**config.mk**
```make
export PLATFORM = sky130hd
export DESIGN_NAME = qpsk_mapper_flat
export DESIGN_NICKNAME = d
export VERILOG_FILES = /design/src/rtl/qpsk_mapper_if.sv /design/src/rtl/qpsk_mapper.sv /design/src/flat_wrapper.sv
export SDC_FILE = /design/constraint.sdc
export NUM_CORES = 1
export LEC_CHECK = 0
export CORE_AREA = 2 2 43 45
export DETAILED_ROUTE_END_ITERATION = 8
export DIE_AREA = 0 0 45 47
export PLACE_DENSITY_LB_ADDON = 0.05
export SLEW_MARGIN = 20
export SYNTH_ARGS = -nofsm -noshare
export SYNTH_HDL_FRONTEND = slang
export SYNTH_SLANG_ARGS = --single-unit
```
**constraint.sdc**
```tcl
create_clock -name i_clk -period 1.39 [get_ports i_clk]
set_input_delay 0.3475 -clock i_clk [delete_from_list [all_inputs] [get_ports i_clk]]
set_output_delay 0.3475 -clock i_clk [all_outputs]
set_load 0.01 [all_outputs]
```
**src/rtl/qpsk_mapper_if.sv**
```systemverilog
`default_nettype none
// ============================================================================
//  Module   : qpsk_mapper_if
//  Brief    : Serial-bit input / packed I-Q symbol output bundle for the
//             QPSK mapper. The master drives bits and observes symbols;
//             the slave (the mapper) does the opposite.
//  Revision : 1.0  initial release
// ============================================================================
interface qpsk_mapper_if #(
  parameter int OUT_WIDTH = 32
);
  logic                 i_data;
  logic                 i_valid;
  logic [OUT_WIDTH-1:0] o_data;
  logic                 o_valid;

  modport master (
    output i_data,
    output i_valid,
    input  o_data,
    input  o_valid
  );

  modport slave (
    input  i_data,
    input  i_valid,
    output o_data,
    output o_valid
  );
endinterface
`default_nettype wire

```
**src/rtl/qpsk_mapper.sv**
```systemverilog
`default_nettype none
// ============================================================================
//  Module   : qpsk_mapper
//  Brief    : Pairs consecutive valid serial bits and emits one Gray-coded
//             QPSK symbol {I, Q} per completed pair with a one-cycle strobe.
//             Bit 0 maps to +AMPLITUDE, bit 1 to -AMPLITUDE on each axis.
//  Revision : 1.0  initial release
// ============================================================================
module qpsk_mapper #(
  parameter int OUT_WIDTH = 32,
  parameter int AMPLITUDE = 23170
) (
  input  logic             i_clk,
  input  logic             i_reset,   // asynchronous, active low
  qpsk_mapper_if.slave     bus
);

  localparam int HALF = OUT_WIDTH / 2;
  localparam logic [HALF-1:0] C_POS = HALF'(AMPLITUDE);
  localparam logic [HALF-1:0] C_NEG = HALF'(-AMPLITUDE);

  typedef enum logic [0:0] {
    ST_FIRST  = 1'b0,
    ST_SECOND = 1'b1
  } state_t;

  state_t               state_q, state_d;
  logic                 first_bit_q, first_bit_d;
  logic [OUT_WIDTH-1:0] data_q, data_d;
  logic                 valid_q, valid_d;

  // Gray mapping of one bit onto one axis.
  function automatic logic [HALF-1:0] axis_map(input logic b);
    return b ? C_NEG : C_POS;
  endfunction

  // Next-state: only valid cycles advance the pair; the strobe defaults low.
  always_comb begin
    state_d     = state_q;
    first_bit_d = first_bit_q;
    data_d      = data_q;
    valid_d     = 1'b0;
    if (bus.i_valid) begin
      case (state_q)
        ST_FIRST: begin
          first_bit_d = bus.i_data;
          state_d     = ST_SECOND;
        end
        ST_SECOND: begin
          data_d  = {axis_map(first_bit_q), axis_map(bus.i_data)};
          valid_d = 1'b1;
          state_d = ST_FIRST;
        end
        default: state_d = ST_FIRST;
      endcase
    end
  end

  // State, stored half pair and output registers.
  always_ff @(posedge i_clk or negedge i_reset) begin
    if (!i_reset) begin
      state_q     <= ST_FIRST;
      first_bit_q <= 1'b0;
      data_q      <= '0;
      valid_q     <= 1'b0;
    end else begin
      state_q     <= state_d;
      first_bit_q <= first_bit_d;
      data_q      <= data_d;
      valid_q     <= valid_d;
    end
  end

  assign bus.o_data  = data_q;
  assign bus.o_valid = valid_q;

endmodule
`default_nettype wire

```
**src/flat_wrapper.sv**
```systemverilog
// flat-port wrapper written by rule: the top's interface ports become plain ports
module qpsk_mapper_flat 
#(
  parameter int OUT_WIDTH = 32,
  parameter int AMPLITUDE = 23170
)
  (i_clk, i_reset, bus_i_data, bus_i_valid, bus_o_data, bus_o_valid);
  qpsk_mapper_if #(.OUT_WIDTH(OUT_WIDTH)) bus_i ();
  input  logic i_clk;
  input  logic i_reset;
  input wire logic [$bits(bus_i.i_data)-1:0] bus_i_data;
  input wire logic [$bits(bus_i.i_valid)-1:0] bus_i_valid;
  output wire logic [$bits(bus_i.o_data)-1:0] bus_o_data;
  output wire logic [$bits(bus_i.o_valid)-1:0] bus_o_valid;
  assign bus_i.i_data = bus_i_data;
  assign bus_i.i_valid = bus_i_valid;
  assign bus_o_data = bus_i.o_data;
  assign bus_o_valid = bus_i.o_valid;
  qpsk_mapper #(.OUT_WIDTH(OUT_WIDTH), .AMPLITUDE(AMPLITUDE)) u_core (.i_clk(i_clk), .i_reset(i_reset), .bus(bus_i));
endmodule
```
==> key figures, run 1 <==
Outcome
  – Status: finished, final reports clean

Clocking
  – Hold buffers post-CTS: 0
  – Max Root-Sink Buffers: 2
  – Root Driver: clkbuf_4
  – Clk pin slew, worst setup/hold paths: 0.06 ns
  – Worst-skew pair later-pin latency: 0.26 ns
  – CTS Sinks: 8
  – H-tree depth: 1
  – CTS Buf Count: 3
  – CTS tree: yes

Die
  – I/O pins: 37
  – CORE AREA: 1652 um^2
  – Die X: between 40 and 50 um
  – Rows: 15
  – Die area: around 2100 um^2
  – Initial Util: 31.06%
  – Die Y: 47 um

Worst setup path
  – Crit Path Max Fanout: 6
  – Largest stage delay, worst path: 0.41 ns
  – Crit path kind: reg2out
  – Crit path buf inv count: 1
  – Worst setup SP type: flip-flop
  – Crit path DAT: ~0.96 ns
  – Crit-path cells: dlygate4sd2_1
  – Worst path top cell family by delay: flip-flops
  – Worst EP required: 1.04 ns
  – Critical-path top delay cell: dfrtp_1
  – CP Capture Type: primary output

Timing
  – Clock Skew: between 0.007 and 0.008 ns
  – Final count of hold timing violations: 0
  – WHS: 0.3650 ns
  – FMAX: 764.9 MHz
  – Fin crit share: 94.05%
  – Fin Setup TNS: 0 ns
  – Final Critical Period: ~1.3 ns
  – Final setup margin: 0.08268 ns
  – Max-slew violation total from the final report: 0
  – Setup-failing EPs final: 0
  – RSZ-0062 raised after global routing: false

Pwr
  – Static leakage: 0.0003677 uW
  – Max rail drop VDD: 0.0007318 V
  – Seq pwr share: between 20 and 30%
  – Sw Ratio: 41.26%
  – Pwr dens: 2526 nW/um^2
  – Share of power burned in the clock network: 10.8%
  – Net switching power: 672.7 uW
  – Gate power share: 63.4%
  – Pint: 957.8 uW

Routing
  – Post-route antenna net violation count: 0
  – Max Used Layer: met4
  – Routed wl met2: 445 um
  – DR vias/cell: 4.060
  – DR WL/cell: roughly 11 um
  – DRC errors left: 0
  – Met3 Wirelength: 110 um
  – Met1 wire length: ~320 um
  – TritonRoute pass-1 iters: 2
  – First-iteration detailed-routing DRC count: 1
  – Post-Route WL: 894 um
  – Vias: 341

Synthesis
  – Netlist Area Pre-Place: 513.0 um^2
  – Cell variety after synth: 11
  – Synth Register Bits: 8
  – Synth Instances: 48
  – Yosys warning total: 0
  – Sequential fraction of the synthesis area: 39.02%
  – Synth area leader: buf_4
  – Syn Area/Cell: ~11 um^2
  – Synth top area share: 39.51%
  – Top post-synthesis cells by area: buf_4, dfrtp_1, mux2_4

Layout
  – Register area: just over 200 um^2
  – # diodes: 0
  – # fillers: 173
  – Multi-input logic area: 102.6 um^2
  – P&R area growth vs syn: 25.85%
  – Share of cells above drive strength 1: 52.24%
  – Nets: 73

Global routing
  – First-pass GRT wire length: 1255 um
  – Tot GR Track Use: a little under 9%
  – Vias in the first global route: 294
  – Pin count of the biggest net entering global routing: 9
  – Initial antenna violation count: 0
  – GR Overflow Total: 0

Placement
  – Placer Congestion: 0.6567
  – Port Buffer Count: 34
  – Final HPWL DP: 646.3 um
  – Worst setup slack after placement: -0.07600 ns

Flow run
  – MaxCap Viol Count: 0

Min path
  – HP Class: in2async
==> state kept, by name (all words and copies together), names as in the netlist <==
name,flops
u_core.first_bit_q,1
u_core.bus.o_data,5
u_core.state_q,1
u_core.bus.o_valid,1
==> power by group through the flow <==
| stage | sequential, uW | combinational, uW | clock (uW) |
|---|---|---|---|
| 2_1_floorplan | 496 | 837 | 0 |
| 3_3_place_gp | 471 | 1260 | 0 |
| 3_5_place_dp | 491 | 1250 | 0 |
| 4_1_cts | 420 | 1180 | 183 |
| 5_1_grt | 438 | 1130 | 203 |
| 6_report | 420 | 1030 | 176 |
==> cell usage after synthesis <==
library cell,count
dfrtp_1,8
nor2b_1,1
nand2_4,1
conb_1,1
mux2_1,1
xor2_1,1
inv_1,3
or2b_1,1
mux2i_1,2
buf_4,27
mux2_4,2
==> layout by cell type, fill, tap and decap left out <==
cell	n
xor2_1	1
conb_1	2
buf_2	2
dfrtp_1	6
clkbuf_2	19
inv_1	3
nor2b_1	1
mux2i_1	2
dfrtp_2	2
nand2_4	1
mux2_1	1
clkbuf_4	3
dlygate4sd2_1	12
buf_4	6
clkdlybuf4s50_1	3
mux2_4	2
or2b_1	1
==> per-layer routing <==
metal | up-vias | global-route usage [%]
li1 | 156 | -
met5 | - | 0
met1 | 160 | 9.716
met3 | 2 | 3.462
met2 | 23 | 14.00
met4 | 0 | 7.059
==> metrics by stage <==
step | area (um^2) | std cells | util (%) | power (uW)
2_1_floorplan | 516.7 | 49 | - | 1333
3_3_place_gp | 690.7 | 75 | 41.82 | 1732
3_5_place_dp | 690.7 | 75 | 41.82 | 1739
4_1_cts | 734.5 | 84 | 44.47 | 1779
5_1_grt | 645.6 | 84 | 39.09 | 1770
6_report | 645.6 | 84 | 39.09 | 1631
==> final timing paths <==
kind / end / depth (start not counted) / slack (ns) / start
max: bus_o_data[27] / 1 / 0.08 / u_core.bus.o_data[30]$_DFFE_PN0P_
min: u_core.state_q$_DFFE_PN0P_ / 1 / 0.36 / i_reset
max reg2reg: u_core.first_bit_q$_DFFE_PN0P_ / 2 / 0.36 / u_core.state_q$_DFFE_PN0P_
min reg2reg: u_core.bus.o_data[30]$_DFFE_PN0P_ / 1 / 0.47 / u_core.first_bit_q$_DFFE_PN0P_
max in group asynchronous: u_core.bus.o_data[15]$_DFFE_PN0P_ / 1 / 0.75 / i_reset
min in group i_clk: u_core.bus.o_data[30]$_DFFE_PN0P_ / 1 / 0.47 / u_core.first_bit_q$_DFFE_PN0P_
==> final cells by class <==
type / count / share of cell area (%)
Tap cell: 17 / 3.295
Timing Repair Buffer: 42 / 44.19
Sequential cell: 8 / 31.40
Multi-Input combinational cell: 11 / 15.89
Clock buffer: 3 / 3.488
Inverter: 3 / 1.744
==> cells by family after synthesis <==
group | synth area share [%]
buffers and inverters | 41.71
DFF | 39.02
muxes | 11.95
and+or+nand+nor | 4.879
xor gates and xnor gates | 1.708
other | 0.7310
==> what timing repair did <==
action                                  CTS  global route
buffers inserted                          6             0
resized for setup                        49            24
endpoints found under the setup margin   31            19
pin swaps                                 0             0
Power figures use the tool's default switching activity.
==> run 2, diff against run 1 <==
--- a/config.mk
+++ b/config.mk
@@ -9,7 +9,6 @@
 export DETAILED_ROUTE_END_ITERATION = 8
 export DIE_AREA = 0 0 45 47
 export PLACE_DENSITY_LB_ADDON = 0.05
-export SLEW_MARGIN = 20
 export SYNTH_ARGS = -nofsm -noshare
 export SYNTH_HDL_FRONTEND = slang
 export SYNTH_SLANG_ARGS = --single-unit
==> results of run 2 <==
Final layout, timing and power as in run 1 (identical DEF).
